## src/rtl/ps2_scan_receiver_if.sv

```systemverilog
// Scan-code output bundle of the PS/2 receiver.
// The receiver drives it through the master modport. The direction controller reads it through the slave modport.
interface ps2_scan_receiver_if;
  logic [7:0] keyboardCode;
  logic       ps2_ready;
  logic       ext;
  logic       frame_err;

  modport master (output keyboardCode, ps2_ready, ext, frame_err);
  modport slave  (input  keyboardCode, ps2_ready, ext, frame_err);
endinterface

```

## src/rtl/ps2_scan_receiver.sv

```systemverilog
// PS/2 keyboard frame receiver.
// It synchronises the raw ps2_clk and ps2_data pins and detects falling edges of ps2_clk.
// It decodes 11-bit frames: start, 8 data bits LSB first, odd parity, stop.
// Each accepted code is presented with a one-cycle ps2_ready strobe.
// Optional feature: macro PS2_BREAK_FILTER_EN.
//   - It swallows the E0 and F0 prefixes.
//   - It suppresses break (key release) codes.
//   - It flags extended codes on ext.
// When the macro is undefined, every accepted byte is strobed and ext stays 0.
module ps2_scan_receiver #(
  parameter int SYNC_STAGES    = 2,
  parameter int TIMEOUT_CYCLES = 50000
) (
  input  logic                clk,
  input  logic                rst,
  input  logic                ps2_clk,
  input  logic                ps2_data,
  ps2_scan_receiver_if.master kb
);
  localparam int TW = $clog2(TIMEOUT_CYCLES + 1);

  typedef enum logic [1:0] {IDLE, SHIFT, CHECK} state_t;

  logic [SYNC_STAGES-1:0] clk_sync_q, clk_sync_d;
  logic [SYNC_STAGES-1:0] data_sync_q, data_sync_d;
  logic                   clk_prev_q, clk_prev_d;
  state_t                 state_q, state_d;
  logic [3:0]             cnt_q, cnt_d;
  logic [8:0]             sh_q, sh_d;
  logic [TW-1:0]          tmo_q, tmo_d;
  logic [7:0]             code_q, code_d;
  logic                   ready_q, ready_d;
  logic                   ext_q, ext_d;
  logic                   err_q, err_d;
`ifdef PS2_BREAK_FILTER_EN
  logic                   pend_ext_q, pend_ext_d;
  logic                   pend_brk_q, pend_brk_d;
`endif

  logic fall;
  logic bit_s;
  logic frame_done;
  logic frame_ok;
  logic timeout_hit;

  // Pin synchronisers and falling-edge detection on the synchronised PS/2 clock
  always_comb begin
    clk_sync_d  = {clk_sync_q[SYNC_STAGES-2:0], ps2_clk};
    data_sync_d = {data_sync_q[SYNC_STAGES-2:0], ps2_data};
    clk_prev_d  = clk_sync_q[SYNC_STAGES-1];
    fall        = clk_prev_q & ~clk_sync_q[SYNC_STAGES-1];
    bit_s       = data_sync_q[SYNC_STAGES-1];
  end

  // State register: every flop of the block, preset on asynchronous reset
  always_ff @(posedge clk or negedge rst) begin
    if (!rst) begin
      clk_sync_q  <= '1;
      data_sync_q <= '1;
      clk_prev_q  <= 1'b1;
      state_q     <= IDLE;
      cnt_q       <= '0;
      sh_q        <= '0;
      tmo_q       <= '0;
      code_q      <= '0;
      ready_q     <= 1'b0;
      ext_q       <= 1'b0;
      err_q       <= 1'b0;
`ifdef PS2_BREAK_FILTER_EN
      pend_ext_q  <= 1'b0;
      pend_brk_q  <= 1'b0;
`endif
    end else begin
      clk_sync_q  <= clk_sync_d;
      data_sync_q <= data_sync_d;
      clk_prev_q  <= clk_prev_d;
      state_q     <= state_d;
      cnt_q       <= cnt_d;
      sh_q        <= sh_d;
      tmo_q       <= tmo_d;
      code_q      <= code_d;
      ready_q     <= ready_d;
      ext_q       <= ext_d;
      err_q       <= err_d;
`ifdef PS2_BREAK_FILTER_EN
      pend_ext_q  <= pend_ext_d;
      pend_brk_q  <= pend_brk_d;
`endif
    end
  end

  // Next-state logic: frame sequencing, bit shifting and inactivity timeout
  always_comb begin
    state_d     = state_q;
    cnt_d       = cnt_q;
    sh_d        = sh_q;
    tmo_d       = tmo_q;
    frame_done  = 1'b0;
    timeout_hit = 1'b0;
    case (state_q)
      // CHECK also accepts a start bit so back-to-back frames need no gap
      IDLE, CHECK: begin
        state_d = IDLE;
        tmo_d   = '0;
        if (fall && !bit_s) begin
          state_d = SHIFT;
          cnt_d   = 4'd1;
        end
      end
      SHIFT: begin
        if (fall) begin
          tmo_d = '0;
          cnt_d = cnt_q + 4'd1;
          if (cnt_q == 4'd10) begin
            // The 11th edge carries the stop bit; sh_q already holds d0..d7 and parity
            frame_done = 1'b1;
            state_d    = CHECK;
          end else begin
            sh_d = {bit_s, sh_q[8:1]};
          end
        end else if (tmo_q == TW'(TIMEOUT_CYCLES - 1)) begin
          timeout_hit = 1'b1;
          tmo_d       = '0;
          state_d     = IDLE;
        end else begin
          tmo_d = tmo_q + 1'b1;
        end
      end
      default: state_d = IDLE;
    endcase
  end

  // Output logic: accept or reject the completed frame and apply the prefix filter
  always_comb begin
    frame_ok = frame_done & (^sh_q) & bit_s;
    code_d   = code_q;
    ready_d  = 1'b0;
    ext_d    = 1'b0;
    err_d    = 1'b0;
`ifdef PS2_BREAK_FILTER_EN
    pend_ext_d = pend_ext_q;
    pend_brk_d = pend_brk_q;
`endif
    if (timeout_hit || (frame_done && !frame_ok)) begin
      err_d = 1'b1;
`ifdef PS2_BREAK_FILTER_EN
      pend_ext_d = 1'b0;
      pend_brk_d = 1'b0;
`endif
    end else if (frame_ok) begin
`ifdef PS2_BREAK_FILTER_EN
      if (sh_q[7:0] == 8'hE0) begin
        pend_ext_d = 1'b1;
      end else if (sh_q[7:0] == 8'hF0) begin
        pend_brk_d = 1'b1;
      end else begin
        if (!pend_brk_q) begin
          ready_d = 1'b1;
          code_d  = sh_q[7:0];
          ext_d   = pend_ext_q;
        end
        pend_ext_d = 1'b0;
        pend_brk_d = 1'b0;
      end
`else
      ready_d = 1'b1;
      code_d  = sh_q[7:0];
`endif
    end
  end

  assign kb.keyboardCode = code_q;
  assign kb.ps2_ready    = ready_q;
  assign kb.ext          = ext_q;
  assign kb.frame_err    = err_q;
endmodule

```

## src/flat_wrapper.sv

```systemverilog
// flat-port wrapper written by rule: the top's interface ports become plain ports
module ps2_scan_receiver_flat 
#(
  parameter int SYNC_STAGES    = 2,
  parameter int TIMEOUT_CYCLES = 50000
)
  (clk, rst, ps2_clk, ps2_data, kb_keyboardCode, kb_ps2_ready, kb_ext, kb_frame_err);
  ps2_scan_receiver_if kb_i ();
  input  logic clk;
  input  logic rst;
  input  logic ps2_clk;
  input  logic ps2_data;
  output wire logic [$bits(kb_i.keyboardCode)-1:0] kb_keyboardCode;
  output wire logic [$bits(kb_i.ps2_ready)-1:0] kb_ps2_ready;
  output wire logic [$bits(kb_i.ext)-1:0] kb_ext;
  output wire logic [$bits(kb_i.frame_err)-1:0] kb_frame_err;
  assign kb_keyboardCode = kb_i.keyboardCode;
  assign kb_ps2_ready = kb_i.ps2_ready;
  assign kb_ext = kb_i.ext;
  assign kb_frame_err = kb_i.frame_err;
  ps2_scan_receiver #(.SYNC_STAGES(SYNC_STAGES), .TIMEOUT_CYCLES(TIMEOUT_CYCLES)) u_core (.clk(clk), .rst(rst), .ps2_clk(ps2_clk), .ps2_data(ps2_data), .kb(kb_i));
endmodule
```

## config.mk

```make
export PLATFORM = sky130hd
export DESIGN_NAME = ps2_scan_receiver_flat
export DESIGN_NICKNAME = d
export VERILOG_FILES = /design/src/rtl/ps2_scan_receiver_if.sv /design/src/rtl/ps2_scan_receiver.sv /design/src/flat_wrapper.sv
export SDC_FILE = /design/constraint.sdc
export NUM_CORES = 1
export LEC_CHECK = 0
export BUFFER_PORTS_ARGS = -buffer_cell sky130_fd_sc_hd__buf_2
export CORE_MARGIN = 8
export CORE_UTILIZATION = 47
export DETAILED_ROUTE_END_ITERATION = 7
export PLACE_DENSITY = 0.69
export SYNTH_ARGS = -nofsm -noshare
export SYNTH_HDL_FRONTEND = slang
export SYNTH_SLANG_ARGS = --single-unit
```

## constraint.sdc

```tcl
create_clock -name clk -period 2.2 [get_ports clk]
set_clock_uncertainty 0.1 [all_clocks]
set_input_delay 0 -clock clk [delete_from_list [all_inputs] [get_ports clk]]
set_output_delay 0 -clock clk [all_outputs]
set_load 0.02 [all_outputs]
```

==> Word-level counts from Yosys, hierarchy flattened <==
Index checks and enable logic that the tools add are counted.
{ "word_totals": {"ff_bits": 46, "latch_bits": 0, "ram_bits": 0, "romBits": 0, "in_bits": 4, "out_inout_bits": 11, "elab_cells": 59, "n_memories": 0} }
{ "classes": {"add_sub_neg": 2, "multipliers": 0, "div_mod_pow": 0, "magnitude_cmp": 0, "n_eq_ne": 8, "shifts": 0, "muxes": 20, "bitwise_logic": 6, "reduce_logical": 13} }
{ "op_table": {"columns": ["cell", "n"], "rows": [
  ["$mux W16", 2],
  ["$pmux W16 S2", 1],
  ["$add A16 B1 Y16 const B", 1],
  ["$eq A16 B16 Y1 const B", 1],
  ["$mux W1", 10],
  ["$reduce_xor A9 Y1", 1],
  ["$mux W4", 2],
  ["$pmux W4 S2", 1],
  ["$mux W2", 3],
  ["$reduce_and A3 Y1", 2],
  ["$add A4 B1 Y4 const B", 1],
  ["$eq A4 B4 Y1 const B", 1],
  ["$ne A2 B1 Y1 const B", 2],
  ["$pmux W2 S2", 1],
  ["$reduce_and A2 Y1", 2],
  ["$and A1 B1 Y1", 3],
  ["$ne A3 B1 Y1 const B", 1],
  ["$ne A3 B3 Y1 const B", 1],
  ["$not A1 Y1", 3],
  ["$eq A2 B1 Y1 const B", 1],
  ["$eq A2 B2 Y1 const B", 1],
  ["$logic_and A1 B1 Y1", 2],
  ["$logic_not A1 Y1", 2],
  ["$logic_not A2 Y1", 1],
  ["other kinds (3)", 3]
]} }

==> Longest topological paths before layout <==
{ "logic_depth": {"depth_word": 11, "ltp_mapped": 7, "depth_no_buf": 6} }

==> Worst setup path after synthesis <==
No wires, ideal clock.
{ "synth_timing": {"path_type": "register -> register", "startpoint": "reg u_core.tmo_q[0]", "endpoint": "reg u_core.err_q (netlist: u_core.kb.frame_err)", "setup_ps": 78, "arrival_ps": 1799, "required_time_ps": 2022, "slack_ps": 223, "path_stages_with_launch": 6, "n_path_buf": 0, "synth_period_minus_slack_ps": 1977, "cell_sequence": "dfrtp_1 -> ha_1 -> and4b_1 -> nand4_1 -> or4b_2 -> a21oi_1"} }
{ "synth_between": {"elab_chain_len": 6} }
{ "synth_lines": {"columns": ["element", "line_no", "rtl"], "rows": [
  ["start: declaration", "ps2_scan_receiver.sv:30", "logic [TW-1:0] tmo_q, tmo_d;"],
  ["start signal: assignment", "ps2_scan_receiver.sv:80", "tmo_q <= tmo_d;"],
  ["$eq A16 B16 Y1", "ps2_scan_receiver.sv:121", "end else if (tmo_q == TW'(TIMEOUT_CYCLES - 1)) begin"],
  ["$mux W1", "ps2_scan_receiver.sv:121", null],
  ["$mux W1", "ps2_scan_receiver.sv:111", "if (fall) begin"],
  ["$mux W1", "ps2_scan_receiver.sv:100", "case (state_q)"],
  ["$logic_or A1 B1 Y1", "ps2_scan_receiver.sv:144", "if (timeout_hit || (frame_done && !frame_ok)) begin"],
  ["$mux W1", "ps2_scan_receiver.sv:144", null],
  ["named net u_core.err_d", "ps2_scan_receiver.sv:34", "logic err_q, err_d;"],
  ["end signal: assignment", "ps2_scan_receiver.sv:84", "err_q <= err_d;"],
  ["end: declaration", "ps2_scan_receiver.sv:34", null]
]} }
The timed path passes the listed nets, and every way through them passes these cells.
A chain may end at the register's enable or synchronous reset.

==> Final worst setup path <==
{ "layout_timing": {"startpoint": "reg u_core.sh_q[2]", "endpoint": "reg u_core.code_q[3] (netlist: u_core.kb.keyboardCode[3])"} }
{ "layout_between": {"elab_chain_len": 8} }
{ "layout_lines": {"columns": ["element", "line_no", "rtl"], "rows": [
  ["start: declaration", "ps2_scan_receiver.sv:29", "logic [8:0] sh_q, sh_d;"],
  ["start signal: assignment", "ps2_scan_receiver.sv:63", "sh_q <= '0;"],
  ["start signal: assignment", "ps2_scan_receiver.sv:79", "sh_q <= sh_d;"],
  ["$reduce_xor A9 Y1 (*)", "ps2_scan_receiver.sv:135", "frame_ok = frame_done & (^sh_q) & bit_s;"],
  ["$and A1 B1 Y1 (*) (2 in series)", "ps2_scan_receiver.sv:135", null],
  ["$logic_not A1 Y1", "ps2_scan_receiver.sv:144", null],
  ["$logic_and A1 B1 Y1", "ps2_scan_receiver.sv:144", null],
  ["$logic_or A1 B1 Y1", "ps2_scan_receiver.sv:144", null],
  ["$not A1 Y1 (no source line)", null, null],
  ["$reduce_and A2 Y1 (no source line) (*)", null, null],
  ["end signal: assignment", "ps2_scan_receiver.sv:81", "code_q <= code_d;"],
  ["end: declaration", "ps2_scan_receiver.sv:31", "logic [7:0] code_q, code_d;"]
]} }
Mark *: on every way between the ends. The rest lies on a longest branch, timed or not.

==> reports/metrics.yaml <==
status: "finished, final reports clean"
die_height_um: 84.43
yosysTopAreaCell: "dfrtp_1"
numCtsBuffers: 5
nets: 221
arrival_ns: 2.15
wl_met2_mm: 1.848
fin_setup_tns_ns: 0
coreArea_sq_um: 4629
path_cells: "xor2_1, xnor3_1, mux2i_4, mux2_2"
cts_resized: 0
clockBufferDepth: 2
grt_max_degree: 34
power.switching_mw: 0.6469
clkSinkCount: 46
syn_nets: 197
crit_required_ns: 2.28
synth-compound-area-share: 0.09892
syn_area_sq_um: 2201
synth-simple-area-share: 0.1779
route.met3.wl_um: 140
p_clk_frac: 0.264
peakVddDrop_uv: 606.8
syn_avg_cell_area_sq_um: 11.58
p_int_mw: 1.662
synth_fa_ha_area_frac: 0.01706
synthDistinctLibCells: 47
swShare: 0.2802
wl_mm: 3.871
drive_gt1_frac: 0.2651
clk_latency_ns: 0.29
synth_xor_area_frac: 0.04832
io_pins: 15
power.density_nw_per_um2: 928.5
routedWlPerCell_um: 14.39
portBuffers: 13
finalCriticalPeriod_ns: 2.073
synth_area_leaders: "dfrtp_1 (47%), mux2_2 (8.2%), dfstp_2 (6.0%)"
vias_per_cell: 5.591
start_util: 0.4754
ys.flop_type: "dfrtp_1"
regToRegStartpoint: "u_core.sh_q[2]$_DFFE_PN0P_"
drv_slew: 0
period_share: 0.9422
finalSetupViolCount: 0
yosysWarnings: 0
endpoint_kind: "flip-flop"
h-tree-depth: 2
grt_setup_unrepaired: "no"
critical_path_buf_inv_count: 0
synthMuxAreaShare: 0.09665
vias: 1504
async_flop_share: 1.000
dieArea_sq_um: 7128
synth_top_family_by_area: "simple AND/OR/NAND/NOR gates"
wl_met1_mm: 1.799
critPathLaunch: "u_core.sh_q[2]$_DFFE_PN0P_"
track_usage: 0.1228
max_stage_delay_ns: 0.45
min_path_type: "in -> async"
ys_ff_latch: 46
drc: 0
crit_type: "reg -> reg"
grt_overflow: 0
clk_pin_slew_ns: 0.08
path_delay_family: "multiplexers"
grt_pass1_vias: 1534
synth-edff-count: 0
place_hpwl_mm: 2.813
syn_inst: 190
grt_pass1_wl_mm: 7.065
antenna_found_initial: 0
yosysSeqAreaShare: 0.5259
drt_iter0_markers: 119
worst_setup_path_start_kind: "flip-flop"
combPwrFrac: 0.254
power.leakage_nw: 1.104
maxCapViolations: 0
fmax_mhz: 482.4
area_delta_synth_final_pct: 12.96
gp_congestion: 0.8484
rows: 25
routed.top_layer: "met4"
seqPwrFrac: 0.482
cts_tree: "built"
hold_viol_final: 0
die_x_um: 84.43
cts_root_buffer: "clkbuf_8"
crit_path_top_delay_cell: "mux2i_4"
cp_max_fo: 10
antenna_left: 0
antennaDiodeCount: 0
dr.pass1.iters: 4
fin_hold_ws_ns: 0.03406
netlist.area_leader.share: 0.4662
[repair_timing]
| item | 4_1_cts | 5_1_grt |
|---|---|---|
| hold buffers | 3 | 0 |
| buffers inserted | 0 | 0 |
| hold endpoints to repair | 43 | 0 |
[worst paths after layout]
| kind | slack [ns] | cells past startpoint | endpoint |
|---|---|---|---|
| worst max-delay path | 0.13 | 4 | u_core.kb.keyboardCode[3]$_DFFE_PN0P_ |
| worst min-delay path | 0.03 | 2 | u_core.cnt_q[1]$_DFFE_PN0P_ |
| worst max register to register | 0.13 | 4 | u_core.kb.keyboardCode[3]$_DFFE_PN0P_ |
| worst min register to register | 0.26 | 0 | u_core.data_sync_q[1]$_DFF_PN1_ |
| max in group asynchronous | 1.22 | 3 | u_core.clk_sync_q[0]$_DFF_PN1_ |
| min in group clk | 0.24 | 2 | u_core.clk_sync_q[0]$_DFF_PN1_ |
[synthesized netlist by cell type, types with 3 or more instances]
cell type and count:
dfrtp_1 41, nand2_1 17, mux2_2 16, o21ai_0 10
a21oi_1 9, inv_1 7, nand3_1 7, or3_1 6
dfstp_2 5, nand4_1 5, xnor2_1 5, nor2_1 4
o31ai_1 4, a22o_1 3, and3_1 3, ha_1 3
nor3_1 3, or4_1 3
[cell type report]
| class | instances | area, sq um |
|---|---|---|
| clock buffers | 6 | 72.57 |
| flip-flops and latches | 46 | 1157 |
| repair buffers | 24 | 155.1 |
| fillers | 420 | 2143 |
| clock inverters | 2 | 37.54 |
| multi-input cells | 130 | 969.7 |
| well taps | 54 | 67.56 |
| inverters | 7 | 26.28 |
[layout by cell type (no fill, tap or decap), types with 2 or more instances in the layout]
cell type      instances
dfrtp_1               41
nand2_1               17
mux2_2                16
buf_2                 13
o21ai_0               10
a21oi_1                9
buf_4                  8
inv_1                  7
nand3_1                7
or3_1                  6
nand4_1                5
xnor2_1                5
clkbuf_8               5
dfstp_2                5
o31ai_1                4
nor2_1                 4
a22o_1                 3
and3_1                 3
or4_1                  3
nor3_1                 3
ha_1                   3
dlygate4sd3_1          3
and4bb_2               2
xnor3_1                2
nand4b_1               2
xor2_1                 2
nand2b_1               2
o311ai_0               2
o211ai_1               2
[power by group through the flow]
stage	sequential, mW	clock (mW)	combinational (mW)
floorplan	1.09	0	0.478
global placement	1.13	0	0.569
detailed placement	1.13	0	0.590
CTS	1.11	0.638	0.595
global route	1.14	0.667	0.636
finish	1.11	0.609	0.586
[per-stage QoR]
step / cells / power [mW] / utilization / setup slack [ns] / instance area [sq um]
after detailed placement: 258 / 1.720 / 0.5068 / 0.1169 / 2346
after global routing: 269 / 2.445 / 0.5370 / 0.04101 / 2486
after CTS: 269 / 2.346 / 0.5370 / 0.1165 / 2486
after floorplan: 190 / 1.571 / - / 0.2233 / 2201
final: 269 / 2.308 / 0.5370 / 0.1271 / 2486
after global placement: 258 / 1.696 / 0.5068 / 0.1648 / 2346
[per-layer routing]
layer,global-route usage,vias to the layer above
met2,0.1977,28
met1,0.1499,726
met4,0.05502,0
met3,0.03317,9
li1,-,741
met5,0,-
[kinds of logic (layout without fill, tap and decap cells)]
| logic type | count (synthesis) | in the layout |
|---|---|---|
| and+or+nand+nor | 65 | 65 |
| DFF | 46 | 46 |
| AOI/OAI and AO/OA | 34 | 34 |
| muxes | 18 | 18 |
| buffers and inverters | 14 | 39 |
| xor gates and xnor gates | 9 | 9 |
| adders and majority gates | 3 | 3 |
| other | 1 | 1 |
[registers in the layout (all words and copies together), names as in the netlist]
| signal | count |
|---|---|
| u_core.clk_prev_q | 1 |
| u_core.kb.frame_err | 1 |
| u_core.kb.ps2_ready | 1 |
| u_core.cnt_q | 4 |
| u_core.state_q | 2 |
| u_core.clk_sync_q | 2 |
| u_core.tmo_q | 16 |
| u_core.data_sync_q | 2 |
| u_core.sh_q | 9 |
| u_core.kb.keyboardCode | 8 |
(Power assumes the default switching activity.)
